### config.mk
export PLATFORM = sky130hd
export DESIGN_NAME = writeback_regfile_flat
export DESIGN_NICKNAME = d
export VERILOG_FILES = /design/src/rtl/writeback_regfile_if.sv /design/src/rtl/writeback_regfile.sv /design/src/flat_wrapper.sv
export SDC_FILE = /design/constraint.sdc
export NUM_CORES = 1
export LEC_CHECK = 0
export ABC_AREA = 1
export ABC_CLOCK_PERIOD_IN_PS = 3000
export CAP_MARGIN = 10
export CORE_MARGIN = 1.5
export CORE_UTILIZATION = 42
export CTS_CLUSTER_SIZE = 14
export DETAILED_ROUTE_END_ITERATION = 12
export PLACE_DENSITY = 0.67
export SLEW_MARGIN = 20
export SYNTH_ARGS = -nofsm -noshare
export SYNTH_HDL_FRONTEND = slang
export SYNTH_SLANG_ARGS = --single-unit
### constraint.sdc
create_clock -name clk -period 3 [get_ports clk]
set_input_delay 0.75 -clock clk [delete_from_list [all_inputs] [get_ports clk]]
set_output_delay 0.75 -clock clk [all_outputs]
set_load 0.02 [all_outputs]
### src/rtl/writeback_regfile_if.sv
// MEM/WB-to-writeback bundle plus decode/fetch/forwarding return paths.
// RetireCount is present only when RETIRE_COUNT_EN is defined.
interface writeback_regfile_if #(
    parameter int CNT_W = 32
);
    logic [1:0]  CCR;
    logic        CCRWrite;
    logic [15:0] MemData;
    logic        WriteRF;
    logic [15:0] Imm970s;
    logic [15:0] PCImmInc;
    logic [15:0] ALUOut;
    logic [15:0] PCInc;
    logic [2:0]  WriteAdd;
    logic        WriteR7;
    logic [1:0]  RegWriteSelect;
    logic [2:0]  R7WriteSelect;
    logic [15:0] IR;
    logic [15:0] RFOut2;
    logic [2:0]  RdAdd1;
    logic [2:0]  RdAdd2;
    logic [15:0] RdData1;
    logic [15:0] RdData2;
    logic [15:0] PCOut;
    logic [1:0]  CCROut;
    logic [15:0] WBData;
    logic        WBValid;
`ifdef RETIRE_COUNT_EN
    logic [CNT_W-1:0] RetireCount;
`endif

    modport master (
        output CCR, CCRWrite, MemData, WriteRF, Imm970s, PCImmInc, ALUOut, PCInc,
               WriteAdd, WriteR7, RegWriteSelect, R7WriteSelect, IR, RFOut2,
               RdAdd1, RdAdd2,
        input  RdData1, RdData2, PCOut, CCROut, WBData, WBValid
`ifdef RETIRE_COUNT_EN
        , input RetireCount
`endif
    );

    modport slave (
        input  CCR, CCRWrite, MemData, WriteRF, Imm970s, PCImmInc, ALUOut, PCInc,
               WriteAdd, WriteR7, RegWriteSelect, R7WriteSelect, IR, RFOut2,
               RdAdd1, RdAdd2,
        output RdData1, RdData2, PCOut, CCROut, WBData, WBValid
`ifdef RETIRE_COUNT_EN
        , output RetireCount
`endif
    );
endinterface

### src/rtl/writeback_regfile.sv
// Write-back stage: 8x16 register file with R7 as PC, CCR, and bypassed read ports.
// Optional retire counter enabled by defining RETIRE_COUNT_EN.
module writeback_regfile #(
    parameter logic [15:0] RESET_PC = 16'h0000,
    parameter logic [15:0] NOP_IR   = 16'hF000,
    parameter int          CNT_W    = 32
) (
    input  logic                 clk,
    input  logic                 reset,
    writeback_regfile_if.slave   bus
);
    logic [15:0] regs_q [8];
    logic [15:0] regs_d [8];
    logic [1:0]  ccr_q, ccr_d;
    logic [15:0] gen_data;
    logic [15:0] r7_data;
    logic        bubble;
    logic        wb_valid;
    logic        r7_we;

    assign bubble   = (bus.IR == NOP_IR);
    assign wb_valid = bus.WriteRF & ~bubble;
    assign r7_we    = bus.WriteR7 & ~bubble;

    always_comb begin
        gen_data = bus.ALUOut;
        case (bus.RegWriteSelect)
            2'b00:   gen_data = bus.ALUOut;
            2'b01:   gen_data = bus.MemData;
            2'b10:   gen_data = bus.Imm970s;
            default: gen_data = bus.PCInc;
        endcase
    end

    always_comb begin
        r7_data = bus.PCInc;
        case (bus.R7WriteSelect)
            3'b001:  r7_data = bus.PCImmInc;
            3'b010:  r7_data = bus.ALUOut;
            3'b011:  r7_data = bus.MemData;
            3'b100:  r7_data = bus.RFOut2;
            default: r7_data = bus.PCInc;
        endcase
    end

    // regs_d is the post-edge state, so reading it gives the bypass for free.
    always_comb begin
        for (int i = 0; i < 8; i++) regs_d[i] = regs_q[i];
        if (wb_valid && bus.WriteAdd != 3'd7) regs_d[bus.WriteAdd] = gen_data;
        if (r7_we)
            regs_d[7] = r7_data;
        else if (wb_valid && bus.WriteAdd == 3'd7)
            regs_d[7] = gen_data;
    end

    assign ccr_d = (bus.CCRWrite && !bubble) ? bus.CCR : ccr_q;

    always_ff @(posedge clk or negedge reset) begin
        if (!reset) begin
            for (int i = 0; i < 8; i++) regs_q[i] <= (i == 7) ? RESET_PC : 16'h0000;
            ccr_q <= 2'b00;
        end else begin
            for (int i = 0; i < 8; i++) regs_q[i] <= regs_d[i];
            ccr_q <= ccr_d;
        end
    end

    assign bus.RdData1 = regs_d[bus.RdAdd1];
    assign bus.RdData2 = regs_d[bus.RdAdd2];
    assign bus.PCOut   = regs_q[7];
    assign bus.CCROut  = ccr_q;
    assign bus.WBData  = gen_data;
    assign bus.WBValid = wb_valid;

`ifdef RETIRE_COUNT_EN
    logic [CNT_W-1:0] cnt_q, cnt_d;

    assign cnt_d = bubble ? cnt_q : cnt_q + 1'b1;

    always_ff @(posedge clk or negedge reset) begin
        if (!reset) cnt_q <= '0;
        else        cnt_q <= cnt_d;
    end

    assign bus.RetireCount = cnt_q;
`endif
endmodule

### src/flat_wrapper.sv
// flat-port wrapper written by rule: the top's interface ports become plain ports
module writeback_regfile_flat 
#(
    parameter logic [15:0] RESET_PC = 16'h0000,
    parameter logic [15:0] NOP_IR   = 16'hF000,
    parameter int          CNT_W    = 32
)
  (clk, reset, bus_CCR, bus_CCRWrite, bus_MemData, bus_WriteRF, bus_Imm970s, bus_PCImmInc, bus_ALUOut, bus_PCInc, bus_WriteAdd, bus_WriteR7, bus_RegWriteSelect, bus_R7WriteSelect, bus_IR, bus_RFOut2, bus_RdAdd1, bus_RdAdd2, bus_RdData1, bus_RdData2, bus_PCOut, bus_CCROut, bus_WBData, bus_WBValid);
  writeback_regfile_if #(.CNT_W(CNT_W)) bus_i ();
  input  logic clk;
  input  logic reset;
  input wire logic [$bits(bus_i.CCR)-1:0] bus_CCR;
  input wire logic [$bits(bus_i.CCRWrite)-1:0] bus_CCRWrite;
  input wire logic [$bits(bus_i.MemData)-1:0] bus_MemData;
  input wire logic [$bits(bus_i.WriteRF)-1:0] bus_WriteRF;
  input wire logic [$bits(bus_i.Imm970s)-1:0] bus_Imm970s;
  input wire logic [$bits(bus_i.PCImmInc)-1:0] bus_PCImmInc;
  input wire logic [$bits(bus_i.ALUOut)-1:0] bus_ALUOut;
  input wire logic [$bits(bus_i.PCInc)-1:0] bus_PCInc;
  input wire logic [$bits(bus_i.WriteAdd)-1:0] bus_WriteAdd;
  input wire logic [$bits(bus_i.WriteR7)-1:0] bus_WriteR7;
  input wire logic [$bits(bus_i.RegWriteSelect)-1:0] bus_RegWriteSelect;
  input wire logic [$bits(bus_i.R7WriteSelect)-1:0] bus_R7WriteSelect;
  input wire logic [$bits(bus_i.IR)-1:0] bus_IR;
  input wire logic [$bits(bus_i.RFOut2)-1:0] bus_RFOut2;
  input wire logic [$bits(bus_i.RdAdd1)-1:0] bus_RdAdd1;
  input wire logic [$bits(bus_i.RdAdd2)-1:0] bus_RdAdd2;
  output wire logic [$bits(bus_i.RdData1)-1:0] bus_RdData1;
  output wire logic [$bits(bus_i.RdData2)-1:0] bus_RdData2;
  output wire logic [$bits(bus_i.PCOut)-1:0] bus_PCOut;
  output wire logic [$bits(bus_i.CCROut)-1:0] bus_CCROut;
  output wire logic [$bits(bus_i.WBData)-1:0] bus_WBData;
  output wire logic [$bits(bus_i.WBValid)-1:0] bus_WBValid;
  assign bus_i.CCR = bus_CCR;
  assign bus_i.CCRWrite = bus_CCRWrite;
  assign bus_i.MemData = bus_MemData;
  assign bus_i.WriteRF = bus_WriteRF;
  assign bus_i.Imm970s = bus_Imm970s;
  assign bus_i.PCImmInc = bus_PCImmInc;
  assign bus_i.ALUOut = bus_ALUOut;
  assign bus_i.PCInc = bus_PCInc;
  assign bus_i.WriteAdd = bus_WriteAdd;
  assign bus_i.WriteR7 = bus_WriteR7;
  assign bus_i.RegWriteSelect = bus_RegWriteSelect;
  assign bus_i.R7WriteSelect = bus_R7WriteSelect;
  assign bus_i.IR = bus_IR;
  assign bus_i.RFOut2 = bus_RFOut2;
  assign bus_i.RdAdd1 = bus_RdAdd1;
  assign bus_i.RdAdd2 = bus_RdAdd2;
  assign bus_RdData1 = bus_i.RdData1;
  assign bus_RdData2 = bus_i.RdData2;
  assign bus_PCOut = bus_i.PCOut;
  assign bus_CCROut = bus_i.CCROut;
  assign bus_WBData = bus_i.WBData;
  assign bus_WBValid = bus_i.WBValid;
  writeback_regfile #(.RESET_PC(RESET_PC), .NOP_IR(NOP_IR), .CNT_W(CNT_W)) u_core (.clk(clk), .reset(reset), .bus(bus_i));
endmodule
==> flow_summary.toml, run 1 <==
[grt]
grt.overflow.total = 0
grt_usage = 0.3575
grt_max_degree = 59
antenna_found_initial = 0
grt_pass1_wl_mm = 68.19
grt_pass1_vias = 13540

[clocking]
cts_root_buffer = "clkbuf_16"
clk_pin_slew_ns = 0.06
cts_inserted_buffers = 17
cts_sinks = 130
tritoncts = "built"
h-tree-depth = 4
cts_max_path_buffers = 2
insertion_delay_ns = 0.43

[critical_path]
r2r_end = "u_core.bus.PCOut[8]"
cp.required_ns = 2.25
critPathMaxFanout = 13
crit_path_start_kind = "input pin"
critPathKind = "input pin to output pin"
rrSetupSlack_ns = 1.05
cp-endpoint = "bus_RdData1[4]"
crit_path_start = "bus_IR[5]"
ff2ff_path_depth = 14
crit_arrival_ns = 2.48
reg2reg_from = "u_core.bus.PCOut[8]"
critPathCaptureType = "output pin"

[layout]
n_antenna_cell = 0
synthToLayoutAreaGrowth_pct = 73.61
fin_util = 0.7404
final_layout_size_suffix_gt1_frac = 0.3580
final_nets = 2213
fill_cells = 1669
fin_area_sq_um = 17330

[place]
io_buffers = 199
place_ws_ns = -0.9993
gp_congestion = 0.9460
hpwl_mm = 28.07
placed_area_sq_um = 14410

[run_status]
violations = "setup timing"
status = "finished with violations"

[timing]
slew_viol_final = 0
timing.fmax_ghz = 0.3099
period_needed_ns = 3.227
setup_violations = 32
timing.hold.ws_ns = 0.3113
layout_setup_ws_ns = -0.2272
fin_skew_ns = 0
rsz0062_at_grt = "true"
slew_headroom = 0.6211
finalCritPeriodShare = 1.076
tightest_slew_ns = 0.5683
hold_viol = 0

[logic_synthesis]
syn-num-nets = 1751
netlist_area_sq_um = 9981
synth_area_per_cell_sq_um = 6.169
syn_inst = 1618
synth_warnings = 0
ys_ff_latch = 130
synth_cell_types = 22
ys_seq_area_frac = 0.3259

[die]
io_pins = 200
die_x_microns = 157.2
start_util = 0.4265
die_h_microns = 157.2
core_sq_um = 23400
num_rows = 56
die-area_sq_um = 24700

[power]
swShare = 0.3528
powerDensity_nw_per_um2 = 447.5
p_seq_frac = 0.285
combPwrFrac = 0.416
p_leak_nw = 9.465
intPower_mw = 5.019
clockPowerShare = 0.298
ir_drop_v = 0.0003373
switching_power_mw = 2.736

[detailed_routing]
ant_nets = 0
detail_route.wl_per_cell_microns = 19.07
first_pass_iters = 7
drt_wl_total_mm = 45.98
viasPerCell = 5.723
drcViolationCount = 0
via_count = 13800
drt_iter0_drc = 1529

[min_path]
hold_class = "input pin to async pin"

[run]
drv_cap = 0
[power groups by stage]
stage	Sequential (mW)	Clock, mW	Combinational, mW
floorplan	2.19	0	1.45
global placement	2.21	0	2.65
detailed placement	2.22	0	2.71
CTS	2.20	2.32	2.98
global route	2.24	2.40	3.46
finish	2.21	2.31	3.23
[worst min-delay path by stage]
stage | startpoint | cells past startpoint | slack, ns | endpoint
4_1_cts | reset | 1 | 0.32 | u_core.regs_q[121]
5_1_grt | reset | 1 | 0.34 | u_core.regs_q[73]
3_5_place_dp | u_core.regs_q[44] | 2 | 0.49 | u_core.regs_q[44]
3_3_place_gp | u_core.regs_q[66] | 2 | 0.48 | u_core.regs_q[66]
6_report | reset | 1 | 0.31 | u_core.regs_q[73]
2_1_floorplan | reset | 0 | 0.45 | u_core.bus.CCROut[0]
[layer usage]
| metal | up-vias | wire length [microns] | track usage |
|---|---|---|---|
| met2 | 947 | 22450 | 0.6043 |
| met1 | 6460 | 17130 | 0.4412 |
| li1 | 6212 | - | - |
| met5 | - | 0 | 0 |
| met3 | 179 | 4541 | 0.06746 |
| met4 | 0 | 1864 | 0.1640 |
[sequential cells by signal, indices dropped and copies added, names as in the netlist]
register / count
u_core.bus.CCROut: 2
u_core.bus.PCOut: 16
u_core.regs_q: 112
[cell usage in the layout, fill, tap and decap left out, drive strengths merged]
master         instances
buf                  404
nand2                653
clkbuf                21
nor2                  48
inv                  154
nor3                   2
clkdlybuf4s50        113
nand3                444
dfrtp                130
dlymetal6s2s           8
bufinv                 5
nand4                 49
o22ai                 32
dlygate4sd2           18
mux2                   2
clkinvlp               3
clkinv                 6
[critical path, cell delays in order]
cell,delay [ns]
buf_6,0.09
nor2_2,0.11
nand2_2,0.08
nor2_4,0.15
buf_6,0.14
nand2_8,0.12
buf_12,0.19
nand4_1,0.15
nand3_1,0.11
nand2_1,0.09
inv_1,0.05
nand2_1,0.09
nand2_1,0.07
nand2_1,0.07
nand2_2,0.08
buf_6,0.14
[repair_timing]
action / in CTS / in global routing
hold buffers: 0 / 0
resized for setup: 538 / 167
gates cloned: 10 / 3
setup endpoints to repair: 49 / 37
pin swaps: 91 / 95
buffers inserted: 63 / 16
[cells by family after synthesis]
family / synth area share
and+or+nand+nor: 0.5412
buffers and inverters: 0.1106
DFF: 0.3259
AOI/OAI and AO/OA: 0.02006
muxes: 0.002256
[cell usage after synthesis, drive strengths merged]
master	instances	area (sq um)
nand2	652	2487
nand3	444	2320
inv	154	578.1
dfrtp	130	3253
buf	74	409.1
nand4	49	369.1
nor2	48	192.7
o22ai	32	200.2
clkbuf	31	116.4
mux2	2	22.52
nor3	2	32.53
[through the flow]
stage,total power [mW],std cells,TNS (ns)
floorplan,3.642,1618,0
global placement,4.864,2295,-36.81
detailed placement,4.924,2295,-38.40
CTS,7.504,2399,-3.098
global route,8.091,2411,-7.604
finish,7.755,2411,-5.092
[final cells by class]
class | instances | area, sq um | area share
well taps | 319 | 399.1 | 0.02303
inverters | 154 | 595.6 | 0.03437
multi-input cells | 1230 | 6922 | 0.3995
flip-flops and latches | 130 | 3253 | 0.1877
clock buffers | 17 | 425.4 | 0.02455
repair buffers | 547 | 5519 | 0.3185
clock inverters | 14 | 214.0 | 0.01235
No activity file was read; power rests on OpenSTA's default activity.
==> run 2: changes to the inputs <==
--- a/config.mk
+++ b/config.mk
@@ -6,13 +6,13 @@
 export NUM_CORES = 1
 export LEC_CHECK = 0
 export ABC_AREA = 1
-export ABC_CLOCK_PERIOD_IN_PS = 3000
+export ABC_CLOCK_PERIOD_IN_PS = 2700
 export CAP_MARGIN = 10
 export CORE_MARGIN = 1.5
 export CORE_UTILIZATION = 42
 export CTS_CLUSTER_SIZE = 14
 export DETAILED_ROUTE_END_ITERATION = 12
-export PLACE_DENSITY = 0.67
+export PLACE_DENSITY = 0.7
 export SLEW_MARGIN = 20
 export SYNTH_ARGS = -nofsm -noshare
 export SYNTH_HDL_FRONTEND = slang
==> constraint.sdc (replaced) <==
create_clock -name clk -period 2.7 [get_ports clk]
set_input_delay 0.675 -clock clk [delete_from_list [all_inputs] [get_ports clk]]
set_output_delay 0.675 -clock clk [all_outputs]
set_load 0.02 [all_outputs]
==> run 2 against run 1 <==
Effect of this change: hold slack worse by 0.18 ns; non-clock buffer count is 14 lower; the run still ends with setup timing left; die area is the same; first-iteration DRC count grew 9.6%; largest cell class unchanged; combinational power up 8.0%; wire length is 0.78% lower; clock-buffer cell count increased by 3; setup slack lost 0.34 ns; flip-flop and latch count unchanged; clock power up 8%; critical path depth shrank 1.
==> flow_summary.toml, run 2 (synthesized netlist as in run 1, its figures left out) <==
[run_status]
status = "finished with violations"
violations = "setup timing"

[die]
die_x_microns = 157.2
io_pins = 200
start_util = 0.4265
die-area_sq_um = 24700
core_sq_um = 23400
num_rows = 56
die_h_microns = 157.2

[place]
hpwl_mm = 28.85
gp_congestion = 0.9855
placed_area_sq_um = 14360
io_buffers = 199

[detailed_routing]
drt_iter0_drc = 1676
viasPerCell = 5.772
drcViolationCount = 0
drt_wl_total_mm = 45.63
first_pass_iters = 9
via_count = 13850
ant_nets = 0
detail_route.wl_per_cell_microns = 19.02

[layout]
fin_area_sq_um = 16780
final_nets = 2200
largest_reg_flops = 112
layout_common_cells = "524 x nand2_1, 355 x nand3_1, 265 x buf_4, 134 x inv_1, 130 x dfrtp_1"
top_register = "u_core.regs_q"
final_layout_size_suffix_gt1_frac = 0.3370
n_antenna_cell = 0
synthToLayoutAreaGrowth_pct = 68.10
final_common_cell = "nand2_1"

[grt]
grt_max_degree = 67
grt_usage = 0.3605
grt_pass1_wl_mm = 69.11
antenna_found_initial = 0
grt.overflow.total = 0
grt_pass1_vias = 13650

[critical_path]
cp.required_ns = 2.03
rrSetupSlack_ns = 1.61
reg2reg_from = "u_core.bus.PCOut[10]"
critPathKind = "input pin to output pin"
r2r_end = "u_core.bus.PCOut[10]"
ff2ff_path_depth = 7
crit_arrival_ns = 2.59
critPathCaptureType = "output pin"
crit_path_start_kind = "input pin"
critPathMaxFanout = 6

[timing]
layout_setup_ws_ns = -0.5623
tightest_slew_ns = 0.4347
timing.fmax_ghz = 0.3065
slew_headroom = 0.7102
rsz0062_at_grt = "true"
fin_skew_ns = 0
hold_viol = 0
slew_viol_final = 0
period_needed_ns = 3.262
finalCritPeriodShare = 1.208
setup_violations = 33
setup_tns_ns = -11.33

[clocking]
cts_inserted_buffers = 17
cts_root_buffer = "clkbuf_16"
cts_hold_buf = 0
cts_max_path_buffers = 2
clk_pin_slew_ns = 0.06
tritoncts = "built"
h-tree-depth = 4
cts_sinks = 130
insertion_delay_ns = 0.43

[power]
ir_drop_v = 0.0004149
powerDensity_nw_per_um2 = 502.9
p_leak_nw = 9.106

[min_path]
hold_class = "input pin to async pin"

[run]
drv_cap = 0
-- run 2: cell count changes in the layout (fill, tap and decap cells not counted), sizes merged, moves of 2 or more --
cell | previous run | this run
clkbuf | 21 | 27
dlygate4sd2 | 18 | 5
clkdlybuf4s50 | 113 | 120
bufinv | 5 | 3
clkdlybuf4s15 | 0 | 3
buf | 404 | 396
dlymetal6s2s | 8 | 1
-- run 2: layer usage --
metal / track usage / vias up / part of all wire
li1: - / 6181 / -
met1: 0.4484 / 6438 / 0.37
met2: 0.6087 / 1001 / 0.47
met3: 0.05892 / 226 / 0.10
met4: 0.1725 / 0 / 0.053
met5: 0 / - / 0
-- run 2: what timing repair did --
item                                   CTS  global route
pin swaps                              107            81
gates resized for setup                502           115
setup endpoints to repair               49            42
gates cloned                             9             0
endpoints found under the hold margin    0             0
buffers inserted                        64            17
-- run 2: worst max-delay path, cell delays in order --
cell	delay, ns
buf_8	0.10
buf_8	0.12
buf_12	0.12
buf_4	0.16
nand3_1	0.15
nand3_1	0.15
nor2_1	0.24
nand4_1	0.21
nand3_4	0.15
nand3_2	0.07
nand2_1	0.09
nand2_1	0.06
nand2_1	0.07
nand2_2	0.09
buf_6	0.14
-- run 2: area by class of cell --
cell class                 instances  area (sq um)
multi-input combinational       1231          6745
fill                            1764          6625
timing repair buffer             533          5169
sequential                       130          3253
inverter                         154         588.1
clock buffer                      20         466.7
tap                              319         399.1
clock inverter                    12         156.4
-- run 2: stage by stage --
| step | util | power (mW) | setup WS [ns] | cells | hold WS (ns) |
|---|---|---|---|---|---|
| global placement | 0.6137 | 5.375 | -1.079 | 2286 | 0.4756 |
| floorplan | - | 4.087 | -0.03747 | 1618 | 0.3794 |
| finish | 0.7169 | 8.437 | -0.5623 | 2399 | 0.1343 |
| detailed placement | 0.6137 | 5.450 | -1.150 | 2286 | 0.4838 |
| global route | 0.7169 | 8.805 | -0.5701 | 2399 | 0.1532 |
| CTS | 0.6965 | 8.158 | -0.2703 | 2388 | 0.1411 |
-- run 2: power breakdown --
part	total [mW]	internal, mW	switching (mW)	leakage (nW)
clock network	2.49	1.53	0.964	0.294
registers	2.46	2.32	0.136	1.65
logic	3.49	1.56	1.93	7.16
total	8.44	5.41	3.03	9.11
-- run 2: worst max path at each step --
| stage | start | end | slack [ns] | depth (start not counted) |
|---|---|---|---|---|
| final | bus_RegWriteSelect[1] | bus_RdData1[12] | -0.56 | 15 |
| after CTS | bus_WriteAdd[2] | bus_RdData2[5] | -0.27 | 16 |
| after floorplan | bus_RegWriteSelect[0] | bus_RdData1[3] | -0.04 | 12 |
| after global routing | bus_RegWriteSelect[1] | bus_RdData1[12] | -0.57 | 15 |
| after global placement | bus_RegWriteSelect[1] | bus_RdData2[3] | -1.08 | 14 |
| after detailed placement | bus_RegWriteSelect[1] | bus_RdData1[12] | -1.15 | 14 |
==> run 3: changes to the inputs <==
--- a/config.mk
+++ b/config.mk
@@ -8,11 +8,14 @@
 export ABC_AREA = 1
 export ABC_CLOCK_PERIOD_IN_PS = 2700
 export CAP_MARGIN = 10
+export CELL_PAD_IN_SITES_DETAIL_PLACEMENT = 1
+export CELL_PAD_IN_SITES_GLOBAL_PLACEMENT = 1
 export CORE_MARGIN = 1.5
-export CORE_UTILIZATION = 42
+export CORE_UTILIZATION = 33
 export CTS_CLUSTER_SIZE = 14
 export DETAILED_ROUTE_END_ITERATION = 12
-export PLACE_DENSITY = 0.7
+export PLACE_DENSITY_LB_ADDON = 0.1
+export SKIP_CTS_REPAIR_TIMING = 1
 export SLEW_MARGIN = 20
 export SYNTH_ARGS = -nofsm -noshare
 export SYNTH_HDL_FRONTEND = slang
==> run 3 against run 2 <==
Effect of this change: the run still ends with setup timing left; critical path depth grew 1; sequential power is essentially flat; register-to-register slack gained 0.12 ns; clock power grew 2%.
==> flow_summary.toml, run 3 (synthesized netlist as in run 1, its figures left out) <==
[clocking]
cts_inserted_buffers = 17
clk_pin_slew_ns = 0.07
cts_max_path_buffers = 2
h-tree-depth = 4
insertion_delay_ns = 0.43
cts_root_buffer = "clkbuf_16"
cts_sinks = 130
tritoncts = "built"

[die]
die_h_microns = 176.9
start_util = 0.3359
num_rows = 63
core_sq_um = 29720
die_x_microns = 176.9
io_pins = 200
die-area_sq_um = 31300

[power]
p_leak_nw = 9.106
powerDensity_nw_per_um2 = 504.5
ir_drop_v = 0.0004823

[timing]
timing.fmax_ghz = 0.3151
finalCritPeriodShare = 1.175
fin_skew_ns = 0
setup_violations = 33
hold_viol = 0
tightest_slew_ns = 0.3986
rsz0062_at_grt = "true"
slew_viol_final = 0
layout_setup_ws_ns = -0.4736
slew_headroom = 0.7343
period_needed_ns = 3.174
timing.hold.ws_ns = 0.09809

[grt]
grt_max_degree = 49
grt_usage = 0.2985
use_met1 = 0.3766
grt_util_met3 = 0.03179
gr-usage-met2 = 0.5222
grt.overflow.total = 0
grt_busiest_layer = "met2"
antenna_found_initial = 0
grt_pass1_wl_mm = 72.25
grt_pass1_vias = 13620

[critical_path]
reg2reg_from = "u_core.bus.PCOut[10]"
critPathMaxStageDelay_ns = 0.17
crit_arrival_ns = 2.50
ff2ff_path_depth = 6
cp.required_ns = 2.03
crit_path_start = "bus_IR[4]"
cp_common_cell = "nand2_1"
crit_chain = "clkbuf_2 -> nor2_1 -> nand2_1 -> nor2_4 -> nand2_8 -> buf_12 -> nand3_4 -> buf_4 -> nand2_1 -> nand3_1 -> nand3_1 -> nand2_1 -> nand2_1 -> nand2_1 -> nand2_2 -> buf_6"
rrSetupSlack_ns = 1.73
r2r_end = "u_core.bus.PCOut[10]"
critPathCaptureType = "output pin"
critPathSlowestCell = "buf_12"
critPathMaxFanout = 6
crit_path_start_kind = "input pin"
critPathKind = "input pin to output pin"

[min_path]
hold_class = "input pin to async pin"

[layout]
fin_area_sq_um = 16630
n_antenna_cell = 0
final_common_cell = "nand2_1"
synthToLayoutAreaGrowth_pct = 66.65
top_register = "u_core.regs_q"
layout_common_cells = "501 x nand2_1, 358 x nand3_1, 251 x buf_4, 141 x nand2_2, 138 x inv_1"
final_nets = 2174
largest_reg_flops = 112
final_layout_size_suffix_gt1_frac = 0.3325
fill_cells = 3775

[place]
placed_area_sq_um = 14530
io_buffers = 199
hpwl_mm = 33.75
place_ws_ns = -1.185
gp_congestion = 0.8476

[run_status]
violations = "setup timing"
status = "finished with violations"

[detailed_routing]
ant_nets = 0
via_count = 13330
first_pass_iters = 5
drt_wl_total_mm = 50.63
detail_route.wl_per_cell_microns = 20.72
drcViolationCount = 0
viasPerCell = 5.453
drt_iter0_drc = 970

[run]
drv_cap = 0
[run 3: cell type report]
| type | instances | area (sq um) | share of cell area |
|---|---|---|---|
| sequential | 130 | 3253 | 0.1956 |
| timing repair buffer | 508 | 5014 | 0.3014 |
| inverter | 154 | 586.8 | 0.03528 |
| tap | 390 | 488.0 | 0.02934 |
| multi-input combinational | 1230 | 6669 | 0.4009 |
| clock inverter | 12 | 156.4 | 0.009403 |
| clock buffer | 20 | 466.7 | 0.02806 |
[run 3: worst max-delay path by stage]
stage | end | slack (ns) | depth (start not counted)
2_1_floorplan | bus_RdData1[3] | -0.04 | 12
3_3_place_gp | bus_RdData1[12] | -1.11 | 15
3_5_place_dp | bus_RdData1[11] | -1.18 | 15
6_report | bus_RdData2[0] | -0.47 | 16
5_1_grt | bus_RdData2[0] | -0.58 | 16
4_1_cts | bus_RdData1[0] | -1.21 | 13
[run 3: power breakdown]
group          switching [mW]  internal [mW]  leakage (nW)  total (mW)
sequential              0.140           2.32          1.65        2.46
combinational            1.92           1.48          7.16        3.40
clock                    1.00           1.53         0.294        2.53
total                    3.06           5.33          9.11        8.39
[run 3: through the flow]
step                      utilization  total power [mW]  TNS, ns  instances
after floorplan                     -             4.087  -0.3730       1618
after global placement         0.4889             5.425   -43.98       2358
after detailed placement       0.4889             5.530   -46.31       2358
after CTS                      0.5099             8.069   -47.02       2390
after global routing           0.5597             8.802   -15.08       2444
final                          0.5597             8.392   -11.59       2444
[run 3: routing by layer]
metal  routed length, microns  vias to the layer above
li1                         -                     6120
met1                    21830                     6699
met2                    25150                      418
met3                     2298                       90
met4                     1348                        0
met5                        0                        -
[run 3: critical path, delay by kind of cell]
kind	cells	cell delay (ns)
AND/OR/NAND/NOR	12	1.30
buffers and inverters	4	0.52
